===== config.mk =====
export PLATFORM = sky130hd
export DESIGN_NAME = dkong_audio_out_flat
export DESIGN_NICKNAME = d
export VERILOG_FILES = /design/src/rtl/dkong_audio_out_if.sv /design/src/rtl/dkong_audio_out.sv /design/src/flat_wrapper.sv
export SDC_FILE = /design/constraint.sdc
export NUM_CORES = 1
export LEC_CHECK = 0
export CAP_MARGIN = 20
export CORE_AREA = 3 3 137 139
export DETAILED_ROUTE_END_ITERATION = 10
export DIE_AREA = 0 0 140 142
export GPL_ROUTABILITY_DRIVEN = 0
export GPL_TIMING_DRIVEN = 0
export HOLD_SLACK_MARGIN = 0.1
export PLACE_DENSITY = 0.72
export SYNTH_ARGS = -nofsm -noshare
export SYNTH_HDL_FRONTEND = slang
export SYNTH_SLANG_ARGS = --single-unit

===== constraint.sdc =====
create_clock -name w_clk_24m_i -period 4.29 [get_ports w_clk_24m_i]
set_input_delay 0.858 -clock w_clk_24m_i [delete_from_list [all_inputs] [get_ports w_clk_24m_i]]
set_output_delay 0.858 -clock w_clk_24m_i [all_outputs]
set_load 0.02 [all_outputs]

===== src/rtl/dkong_audio_out_if.sv =====
// Sample-in / audio-out bundle for the soundboard output stage.
// The slave side is the output stage; the master side is the mixer plus platform audio sink.
interface dkong_audio_out_if;
  logic signed [15:0] sample;
  logic               sample_en;
  logic        [3:0]  vol;
  logic               mute;
  logic signed [15:0] data;
  logic               valid;
  logic               ready;
  logic               ovf;

  modport master (
    output sample, sample_en, vol, mute, ready,
    input  data, valid, ovf
  );

  modport slave (
    input  sample, sample_en, vol, mute, ready,
    output data, valid, ovf
  );
endinterface


===== src/rtl/dkong_audio_out.sv =====
// Donkey Kong audio output stage: DC-blocking high-pass, saturating volume/mute,
// and a small FIFO feeding a valid/ready consumer in the same clock domain.
module dkong_audio_out #(
  parameter int unsigned DcShift   = 8,
  parameter int unsigned FifoDepth = 4
) (
  input  logic              w_clk_24m_i,
  input  logic              w_resetn_i,
  dkong_audio_out_if.slave  aud_if
);

  localparam int unsigned PtrW = $clog2(FifoDepth);
  localparam int unsigned CntW = PtrW + 1;

  // Stage 1: DC blocker
  logic signed [15:0] x_prev_q, x_prev_d;
  logic signed [17:0] y_prev_q, y_prev_d;
  logic               s1_valid_q;
  logic signed [17:0] y_decay;
  logic signed [18:0] dc_sum;

  assign y_decay = y_prev_q >>> DcShift;
  assign dc_sum  = {{3{aud_if.sample[15]}}, aud_if.sample}
                 - {{3{x_prev_q[15]}}, x_prev_q}
                 + {y_prev_q[17], y_prev_q}
                 - {y_decay[17], y_decay};

  always_comb begin
    x_prev_d = x_prev_q;
    y_prev_d = y_prev_q;
    if (aud_if.sample_en) begin
      x_prev_d = aud_if.sample;
      if (dc_sum[18] != dc_sum[17]) begin
        y_prev_d = dc_sum[18] ? 18'sh20000 : 18'sh1ffff;
      end else begin
        y_prev_d = dc_sum[17:0];
      end
    end
  end

  always_ff @(posedge w_clk_24m_i or negedge w_resetn_i) begin
    if (!w_resetn_i) begin
      x_prev_q   <= '0;
      y_prev_q   <= '0;
      s1_valid_q <= 1'b0;
    end else begin
      x_prev_q   <= x_prev_d;
      y_prev_q   <= y_prev_d;
      s1_valid_q <= aud_if.sample_en;
    end
  end

  // Stage 2: gain = vol/8 applied to the freshly updated filter output
  logic signed [22:0] prod;
  logic signed [22:0] prod_shr;
  logic signed [15:0] p_sat;
  logic signed [15:0] g_q, g_d;
  logic               g_valid_q;

  assign prod     = {{5{y_prev_q[17]}}, y_prev_q} * $signed({19'd0, aud_if.vol});
  assign prod_shr = prod >>> 3;

  always_comb begin
    if ((&prod_shr[22:15]) || !(|prod_shr[22:15])) begin
      p_sat = prod_shr[15:0];
    end else begin
      p_sat = prod_shr[22] ? 16'sh8000 : 16'sh7fff;
    end
    g_d = g_q;
    if (s1_valid_q) begin
      g_d = aud_if.mute ? 16'sd0 : p_sat;
    end
  end

  always_ff @(posedge w_clk_24m_i or negedge w_resetn_i) begin
    if (!w_resetn_i) begin
      g_q       <= '0;
      g_valid_q <= 1'b0;
    end else begin
      g_q       <= g_d;
      g_valid_q <= s1_valid_q;
    end
  end

  // Stage 3: FIFO
  logic signed [15:0] mem_q [FifoDepth];
  logic [PtrW-1:0]    wr_ptr_q, wr_ptr_d;
  logic [PtrW-1:0]    rd_ptr_q, rd_ptr_d;
  logic [CntW-1:0]    count_q, count_d;
  logic               ovf_q, ovf_d;
  logic               full, pop, push_ok;

  assign full    = (count_q == CntW'(FifoDepth));
  assign pop     = (count_q != '0) && aud_if.ready;
  // A pop in the same cycle frees the slot, so a full FIFO still accepts the push.
  assign push_ok = g_valid_q && (!full || pop);

  always_comb begin
    wr_ptr_d = wr_ptr_q;
    rd_ptr_d = rd_ptr_q;
    count_d  = count_q;
    ovf_d    = ovf_q;
    if (push_ok) begin
      wr_ptr_d = wr_ptr_q + 1'b1;
    end
    if (pop) begin
      rd_ptr_d = rd_ptr_q + 1'b1;
    end
    if (push_ok && !pop) begin
      count_d = count_q + 1'b1;
    end else if (pop && !push_ok) begin
      count_d = count_q - 1'b1;
    end
    if (g_valid_q && full && !pop) begin
      ovf_d = 1'b1;
    end
  end

  always_ff @(posedge w_clk_24m_i or negedge w_resetn_i) begin
    if (!w_resetn_i) begin
      for (int i = 0; i < int'(FifoDepth); i++) begin
        mem_q[i] <= '0;
      end
      wr_ptr_q <= '0;
      rd_ptr_q <= '0;
      count_q  <= '0;
      ovf_q    <= 1'b0;
    end else begin
      if (push_ok) begin
        mem_q[wr_ptr_q] <= g_q;
      end
      wr_ptr_q <= wr_ptr_d;
      rd_ptr_q <= rd_ptr_d;
      count_q  <= count_d;
      ovf_q    <= ovf_d;
    end
  end

  assign aud_if.data  = mem_q[rd_ptr_q];
  assign aud_if.valid = (count_q != '0);
  assign aud_if.ovf   = ovf_q;

endmodule

===== src/flat_wrapper.sv =====
// flat-port wrapper written by rule: the top's interface ports become plain ports
module dkong_audio_out_flat 
#(
  parameter int unsigned DcShift   = 8,
  parameter int unsigned FifoDepth = 4
)
  (w_clk_24m_i, w_resetn_i, aud_if_sample, aud_if_sample_en, aud_if_vol, aud_if_mute, aud_if_ready, aud_if_data, aud_if_valid, aud_if_ovf);
  dkong_audio_out_if aud_if_i ();
  input  logic w_clk_24m_i;
  input  logic w_resetn_i;
  input wire logic [$bits(aud_if_i.sample)-1:0] aud_if_sample;
  input wire logic [$bits(aud_if_i.sample_en)-1:0] aud_if_sample_en;
  input wire logic [$bits(aud_if_i.vol)-1:0] aud_if_vol;
  input wire logic [$bits(aud_if_i.mute)-1:0] aud_if_mute;
  input wire logic [$bits(aud_if_i.ready)-1:0] aud_if_ready;
  output wire logic [$bits(aud_if_i.data)-1:0] aud_if_data;
  output wire logic [$bits(aud_if_i.valid)-1:0] aud_if_valid;
  output wire logic [$bits(aud_if_i.ovf)-1:0] aud_if_ovf;
  assign aud_if_i.sample = aud_if_sample;
  assign aud_if_i.sample_en = aud_if_sample_en;
  assign aud_if_i.vol = aud_if_vol;
  assign aud_if_i.mute = aud_if_mute;
  assign aud_if_i.ready = aud_if_ready;
  assign aud_if_data = aud_if_i.data;
  assign aud_if_valid = aud_if_i.valid;
  assign aud_if_ovf = aud_if_i.ovf;
  dkong_audio_out #(.DcShift(DcShift), .FifoDepth(FifoDepth)) u_core (.w_clk_24m_i(w_clk_24m_i), .w_resetn_i(w_resetn_i), .aud_if(aud_if_i));
endmodule

==> summary.md, run 1 <==
The core region is 17780 um2. The final worst clock skew is 0.01188 ns. The final reports fail on negative setup slack. The hold violation count in the final report was 0.

Based on the critical path, the design can be clocked at up to 221.5 MHz. The gate count after technology mapping came out at 983. The run gives 4.80 ns as the data arrival time at the worst-slack endpoint. For this block, the via count after detailed routing is 7477. At the pin with the least slew margin, the transition time is 0.7707 ns.

The net total in the final layout is 1257, and the count of max-cap constraint violations is 0. The logs give 10770 um2 for the post-placement cell area and 1306 for the filler cell count in the final layout. For the netlist area before placement, the log shows 9664 um2.

Traced cell by cell, the critical path runs through buf_12 -> buf_8 -> buf_6 -> and2_4 -> ha_4 -> fa_1 -> inv_2 -> fa_1 -> inv_2 -> ha_4 -> a21o_1 -> a21oi_2 -> o31a_1 -> o221a_1 -> or3_4 -> nand2_2 -> o41ai_4 -> buf_6 -> buf_12 -> buf_8 -> o221ai_2. After clock tree synthesis, the clock-pin slew on the worst setup and hold paths is 0.06 ns. After routing the design area is 12250 um2. Setup repair after global routing could not meet its margin everywhere. For this run, the total global-route usage over all layers was measured as 24.15%. Per-cell routed wire length: 17.55 um. In this run the biggest area consumer among cell types represents 32.11% of the synthesized area. Yosys attributes the largest share of cell area to sky130_fd_sc_hd__dfrtp_1, sky130_fd_sc_hd__fa_1, sky130_fd_sc_hd__ha_1. From synthesis to final layout, the design area changed by 26.72%.

After synthesis, the netlist uses 68 different library cells. Counting flops and latches in the post-synthesis netlist gives 124. The logs give 0.43 ns for the insertion delay of the later-clocked pin in the worst-skew pair and 355 for the detailed router's first-iteration violation count.

Summed over all instances, the cell type with the most area after synthesis is sky130_fd_sc_hd__dfrtp_1. For this configuration, the core starts out at a cell density of 54.36%. Measured in cells, the most critical reg-to-reg path has a length of 18. The tree is rooted in a sky130_fd_sc_hd__clkbuf_16. The run finished, with violations left.

The synthesized design contains 0 enable-type register cells. In this run, post-CTS hold repair placed 0 buffers. STA classifies the critical path endpoint as a flop. Path class of the lowest-slack min-delay path: reg2reg. The fraction of registers with async set/reset was 100.0%. For this design the top-level I/O count stands at 43. The hold path startpoint was u_core.s1_valid_q$_DFF_PN0_. During placement, the flow inserted port buffers numbering 41. The tools report the reg-to-reg critical path startpoint as u_core.y_prev_q[3]$_DFFE_PN0P_.

After synthesis, flip-flops and latches occupy 32.11% of the total area. Summing all multi-input logic gate instances after layout gives 6655 um2. Hold is met by 0.3805 ns. The floorplan has 49 rows. In this run the remaining antenna-violating nets after routing total 0.

For the required time at the endpoint of the critical path, the log shows 4.57 ns. The worst register-to-register path ends at u_core.g_q[10]$_DFFE_PN0P_. Across the whole layout, storage elements account for 3108 um2.

In the routed design, unresolved DRC markers number 0. The pre-antenna-repair detailed-routing pass consisted of 5 iterations. Measured against its own limit, the worst slew margin works out to 48.62%. The routed design has 23430 um of wire.

The die covers 19880 um2. The routed design could run at a clock period as short as 4.515 ns. The horizontal extent of the die was 140 um; the pin count of the biggest net entering global routing was 65.

The worst hold path terminates at u_core.g_valid_q$_DFF_PN0_. The delay contributed by the slowest stage of the critical path is 0.51 ns. The number of clock buffers added by TritonCTS is 17. Using the TritonRoute via totals, the vias-per-cell ratio works out to 5.601. The count of pins over their slew limit came out at 0. TritonCTS built the clock tree. The worst setup path is launched from an input pin. The worst setup path is of the in2reg kind. The worst-case register-to-register setup slack was -0.14 ns; the count of yosys warnings during synthesis was 0.

In the final layout, the share of cells above drive strength 1 is 23.15%. 0 antenna diodes ended up in the layout. The most used flip-flop cell after synthesis was sky130_fd_sc_hd__dfrtp_1. The half-perimeter wire length after placement was 16510 um; the total grt overflow was 0.

The H-tree was split into 4 levels. The average instance in the mapped netlist occupies 9.831 um2. The clock net in this run drives a total of 124 sinks. The tools report the count of endpoints failing setup in the final report as 15.

Synthesis produced a netlist with a net count of 1146. Counting instances, the worst hold path has a depth of 0. The share of the clock period used by the worst path after layout is 105.3%, and the chip height is 142 um. In this run the deepest clock path goes through 2 buffers.

The number of antenna violations at the first check in global routing came out at 0. Via count of the first global-routing pass: 7852. Library cell contributing the largest single delay on the critical path: sky130_fd_sc_hd__fa_1. Along the worst path, the maximum fanout reaches 6.

The logs give 38300 um for the first-pass GRT wire length and -0.2254 ns for the minimum setup slack in the final design.
## worst max-delay path, delay by kind of cell
kind	cells	cell delay, ns
AO/OA/AOI/OAI	6	1.27
adder cells (fa/ha/maj)	4	1.43
buffers and inverters	8	0.84
AND/OR/NAND/NOR	3	0.36
## cells in the mapped netlist, types with 7 or more instances
library cell,number
sky130_fd_sc_hd__a21oi_1,39
sky130_fd_sc_hd__o22ai_1,7
sky130_fd_sc_hd__nand2_1,115
sky130_fd_sc_hd__o221ai_2,10
sky130_fd_sc_hd__mux4_2,16
sky130_fd_sc_hd__and2_1,53
sky130_fd_sc_hd__ha_1,66
sky130_fd_sc_hd__nor2b_1,7
sky130_fd_sc_hd__xnor2_1,19
sky130_fd_sc_hd__clkbuf_1,28
sky130_fd_sc_hd__nor3_1,8
sky130_fd_sc_hd__dfrtp_1,124
sky130_fd_sc_hd__xor2_1,17
sky130_fd_sc_hd__inv_1,138
sky130_fd_sc_hd__o21bai_1,8
sky130_fd_sc_hd__fa_1,72
sky130_fd_sc_hd__o21ai_0,102
sky130_fd_sc_hd__nor2_1,19
sky130_fd_sc_hd__a21o_1,13
sky130_fd_sc_hd__o21a_1,8
## metal layers
metal / vias to the layer above / global-route usage (%) / routed length, um
met5: - / 0 / 0
met4: 0 / 9.077 / 625
met3: 56 / 4.940 / 866
met2: 179 / 45.23 / 12670
met1: 3676 / 27.18 / 9270
li1: 3566 / - / -
## registers in the layout, indices dropped and copies added (netlist names)
name / cells
u_core.rd_ptr_q: 2
u_core.g_q: 16
u_core.aud_if.ovf: 1
u_core.count_q: 3
u_core.s1_valid_q: 1
u_core.mem_q: 64
u_core.g_valid_q: 1
u_core.wr_ptr_q: 2
u_core.x_prev_q: 16
u_core.y_prev_q: 18
## cell usage in the layout (no fill, tap or decap), drive strengths merged, types with 3 or more instances in the layout
| cell | instances |
|---|---|
| dlymetal6s2s | 4 |
| a21o | 13 |
| nand4 | 3 |
| o21ai | 105 |
| nand3 | 6 |
| o21a | 8 |
| and3 | 6 |
| nor2 | 19 |
| a221oi | 4 |
| o21bai | 8 |
| fa | 72 |
| a211oi | 5 |
| xnor2 | 19 |
| o221ai | 16 |
| xor2 | 17 |
| nand2b | 5 |
| maj3 | 4 |
| o311ai | 3 |
| mux4 | 16 |
| nor2b | 7 |
| o2bb2ai | 4 |
| o211ai | 5 |
| nor4 | 6 |
| and2 | 54 |
| nor3 | 8 |
| clkdlybuf4s50 | 31 |
| ha | 66 |
| clkinvlp | 3 |
| mux2i | 3 |
| buf | 68 |
| a21oi | 39 |
| or3 | 6 |
| inv | 142 |
| dfrtp | 124 |
| o22ai | 7 |
| mux2 | 4 |
| a22o | 4 |
| clkinv | 4 |
| clkbuf | 44 |
| nand2 | 115 |
## kinds of logic after synthesis
family | synth area share (%)
flip-flops | 32.11
multiplexers | 4.505
AND/OR/NAND/NOR | 12.04
AO/OA/AOI/OAI | 17.23
XOR/XNOR | 3.263
buffers and inverters | 6.978
adder cells (fa/ha/maj) | 23.87
## final cells by class
| cell class | count | area share, % |
|---|---|---|
| clock inverter | 11 | 0.6743 |
| buffer | 36 | 1.665 |
| multi-input combinational | 684 | 54.34 |
| sequential | 124 | 25.38 |
| timing repair buffer | 93 | 7.530 |
| tap | 229 | 2.340 |
| inverter | 138 | 4.260 |
| clock buffer | 20 | 3.811 |
## stage by stage
step / setup WS [ns] / util (%) / cells / setup TNS (ns)
floorplan: -0.1987 / - / 983 / -2.339
finish: -0.2254 / 68.88 / 1335 / -2.445
CTS: -0.2532 / 66.66 / 1319 / -3.095
detailed placement: -1.425 / 60.60 / 1254 / -36.39
global placement: -2.515 / 60.44 / 1253 / -345.63
global route: -0.3237 / 68.88 / 1335 / -4.228
## how the worst max path moves through the flow
stage	startpoint	end	slack, ns	depth (start not counted)
5_1_grt	aud_if_vol[2]	u_core.g_q[3]$_DFFE_PN0P_	-0.32	20
2_1_floorplan	aud_if_vol[2]	u_core.g_q[11]$_DFFE_PN0P_	-0.20	17
6_report	aud_if_vol[2]	u_core.g_q[10]$_DFFE_PN0P_	-0.23	21
3_3_place_gp	w_resetn_i	u_core.x_prev_q[14]$_DFFE_PN0P_	-2.52	1
3_5_place_dp	aud_if_vol[1]	u_core.g_q[10]$_DFFE_PN0P_	-1.42	16
4_1_cts	aud_if_vol[2]	u_core.g_q[3]$_DFFE_PN0P_	-0.25	20
## what timing repair did
action,4_1_cts,5_1_grt
setup endpoints to repair,34,36
pin swaps,32,55
resized for setup,71,60
setup buffers,31,17
gates cloned,3,0
Power of run 1 is left out: the tool's default activity adds up to more than one toggle a clock period on the data nets, which glitch-free logic cannot reach.
==> inputs of run 2 (changes only) <==
--- a/config.mk
+++ b/config.mk
@@ -16,3 +16,4 @@
 export SYNTH_ARGS = -nofsm -noshare
 export SYNTH_HDL_FRONTEND = slang
 export SYNTH_SLANG_ARGS = --single-unit
+export TNS_END_PERCENT = 20
==> run 2 against run 1 <==
Compared with the run above: the run still ends with negative setup slack left; via count is 0.32% lower; final area down 1.5%; register-to-register slack about the same; global-route usage shrank 0.16 points; routed wire length down 0.68%; die area unchanged; worst hold slack improved by 0.0023 ns; non-clock buffer count fell by 4; utilization is 1.0 points lower; fmax is 1.6% lower; critical path type unchanged.
==> summary.md, run 2 (synthesis results as in run 1) <==
The flow ran to the end, but the final reports show violations. The checks that failed: negative setup slack. Buffer type at the clock tree root: sky130_fd_sc_hd__clkbuf_16. For this run, the slowest stage of the critical path takes 0.52 ns. 43 I/O pins were placed. The endpoint of the worst hold path is u_core.g_valid_q$_DFF_PN0_.

For the total grt overflow, the log shows 0. Fill cells in the final layout number 1359. The worst register-to-register path begins at u_core.y_prev_q[9]$_DFFE_PN0P_. The insertion delay of the later-clocked pin in the worst-skew pair was 0.43 ns. The tools report the post-route DRC violation count as 0.

The logs give 4.57 ns for the required time at the endpoint of the critical path and 217.9 MHz for the highest achievable clock rate. Row generation in the floorplan step produced 49 rows. The chip height was 142 um; the post-place setup slack was -1.406 ns.

Walking the worst path, the cells encountered are buf_12 -> buf_8 -> buf_6 -> and2_4 -> ha_4 -> fa_1 -> inv_2 -> fa_1 -> inv_2 -> ha_4 -> and3_4 -> o211ai_1 -> buf_4 -> o22a_4 -> o311ai_4 -> a211oi_4 -> o41ai_4 -> buf_6 -> clkbuf_16 -> o221ai_2. Global routing used 24.00% of the available tracks across all layers. Of all nets on the critical path, the largest fanout is 6. Summed over all nets, the half-perimeter wirelength after detailed placement is 16520 um.

In this run the tool buffered the top-level ports with 41 buffer cells. From left edge to right edge, the die measures 140 um. Once detail routing completed, the nets flagged for antenna violations numbered 0. In the final layout, flip-flops and latches occupy 3104 um2.

Leaving out fill and tap cells, the most frequent cell in the layout is sky130_fd_sc_hd__dfrtp_1. The die area came out at 19880 um2. The path class of the lowest-slack min-delay path was reg2reg.

The largest register by flop count is u_core.mem_q. The endpoint identified for the worst register-to-register timing path is u_core.g_q[3]$_DFFE_PN0P_. The run gives 0 as the number of antenna diodes. TritonCTS built the clock tree. Setup repair after global routing could not meet its margin everywhere. The per-cell routed wire length was 17.50 um. The run gives -0.14 ns as the worst-case register-to-register setup slack.

The critical path in this run is classified as in2reg. The via count of the first global-routing pass was 7784. The tools report the hold violation count in the final report as 0. The critical path endpoint category is a flop.

The number of antenna violations at the first check in global routing is 0, and the actual transition at the worst max-transition pin is 0.9673 ns. The average via count per standard cell is 5.604, and the hold buffer count at cts is 0. The slowest stage of the critical path belongs to the cell sky130_fd_sc_hd__fa_1. For the level count of the clock H-tree, the log shows 4. The floorplan core area is 17780 um2, and the share of post-route cells with drive strength above 1 is 20.80%. The register with the most flip-flops in the layout has 64 of them. The worst setup path is launched from an input pin. The count of endpoints failing setup in the final report was 17. Count of pins over their slew limit: 0. The number of buffers on the longest clock path is 2, and the signed area change from the synthesized netlist to the final layout is 24.87%.

The detailed-routing iteration count for the pre-antenna-repair pass was 5; the TritonCTS buffer count was 17. Clock skew on the completed layout was measured at 0.009805 ns. The tools report the net total in the final layout as 1253.

The minimum setup slack in the final design was -0.2984 ns; the utilization after layout was 67.87%. The initial utilization of the core area, before any placement, comes to 54.36%. Dividing the final minimum period by the clock period gives 107.0%. In the layout the commonest cells are sky130_fd_sc_hd__dfrtp_1, sky130_fd_sc_hd__inv_1, sky130_fd_sc_hd__nand2_1. The first-pass GRT wire length came out at 38180 um. The tools report the relative slew slack as 35.51%.

Depth of the worst hold-timing path: 0. For the final routed database, the setup TNS stands at -4.136 ns. The finished cells cover 12070 um2. Clock-pin slew was measured on the worst setup and hold paths at 0.06 ns.

The routed design has 23270 um of wire. The clock drives 124 sinks. The tools report the multi-input combinational cell area as 6531 um2. The largest registers in the layout are u_core.mem_q x64, u_core.y_prev_q x18. The tools report the routed via count as 7453. Counting I/O delays and the setup requirement, the final critical path takes 4.588 ns. The post-placement cell area was 10770 um2; the number of cell instances on the worst register-to-register path was 17.

For the worst setup path, the data arrival time is 4.87 ns. The detailed router's first-iteration violation count was 365. The hold path startpoint is u_core.s1_valid_q$_DFF_PN0_. Entering global routing, the biggest net connects 68 pins.

The count of max-cap constraint violations was 0.
run 2: cell type report:
type,instances,share of cell area (%)
clock inverter,9,0.9539
sequential,124,25.72
timing repair buffer,88,7.019
buffer,37,1.700
inverter,138,4.292
multi-input combinational,684,54.12
clock buffer,21,3.815
tap,229,2.374
run 2: repair_timing:
action | 4_1_cts | 5_1_grt
pin swaps | 27 | 39
endpoints found under the setup margin | 34 | 41
setup buffers | 27 | 17
gates resized for setup | 52 | 47
gates cloned | 1 | 1
run 2: worst max path at each step:
| stage | depth (start not counted) | slack (ns) | end | start |
|---|---|---|---|---|
| after floorplan | 17 | -0.20 | u_core.g_q[11]$_DFFE_PN0P_ | aud_if_vol[2] |
| after CTS | 19 | -0.25 | u_core.g_q[6]$_DFFE_PN0P_ | aud_if_vol[2] |
| after detailed placement | 16 | -1.41 | u_core.g_q[6]$_DFFE_PN0P_ | aud_if_vol[1] |
| final | 20 | -0.30 | u_core.g_q[3]$_DFFE_PN0P_ | aud_if_vol[2] |
| after global routing | 20 | -0.40 | u_core.g_q[3]$_DFFE_PN0P_ | aud_if_vol[2] |
| after global placement | 1 | -2.58 | u_core.x_prev_q[13]$_DFFE_PN0P_ | w_resetn_i |
run 2: per-layer routing:
layer  GRT usage, %  up-vias  routed length, um  part of all wire (%)
li1               -     3541                  -                     -
met5              0        -                  0                     0
met1          27.61     3739               9334                    40
met4          8.312        0                629                   2.7
met2          45.30      131              12660                    54
met3          3.965       42                647                   2.8
run 2: worst max-delay path, delay by kind of cell:
kind | cells | cell delay (ns)
buffers and inverters | 8 | 0.94
adders and majority gates | 4 | 1.54
and+or+nand+nor | 2 | 0.32
AOI/OAI and AO/OA | 6 | 1.18
run 2: per-stage QoR:
step / cells / hold slack, ns
after floorplan: 983 / 0.3519
after global placement: 1253 / 0.3739
after detailed placement: 1254 / 0.3742
after CTS: 1312 / 0.3882
after global routing: 1330 / 0.4058
final: 1330 / 0.3828
Power of run 2 is left out for the same reason.
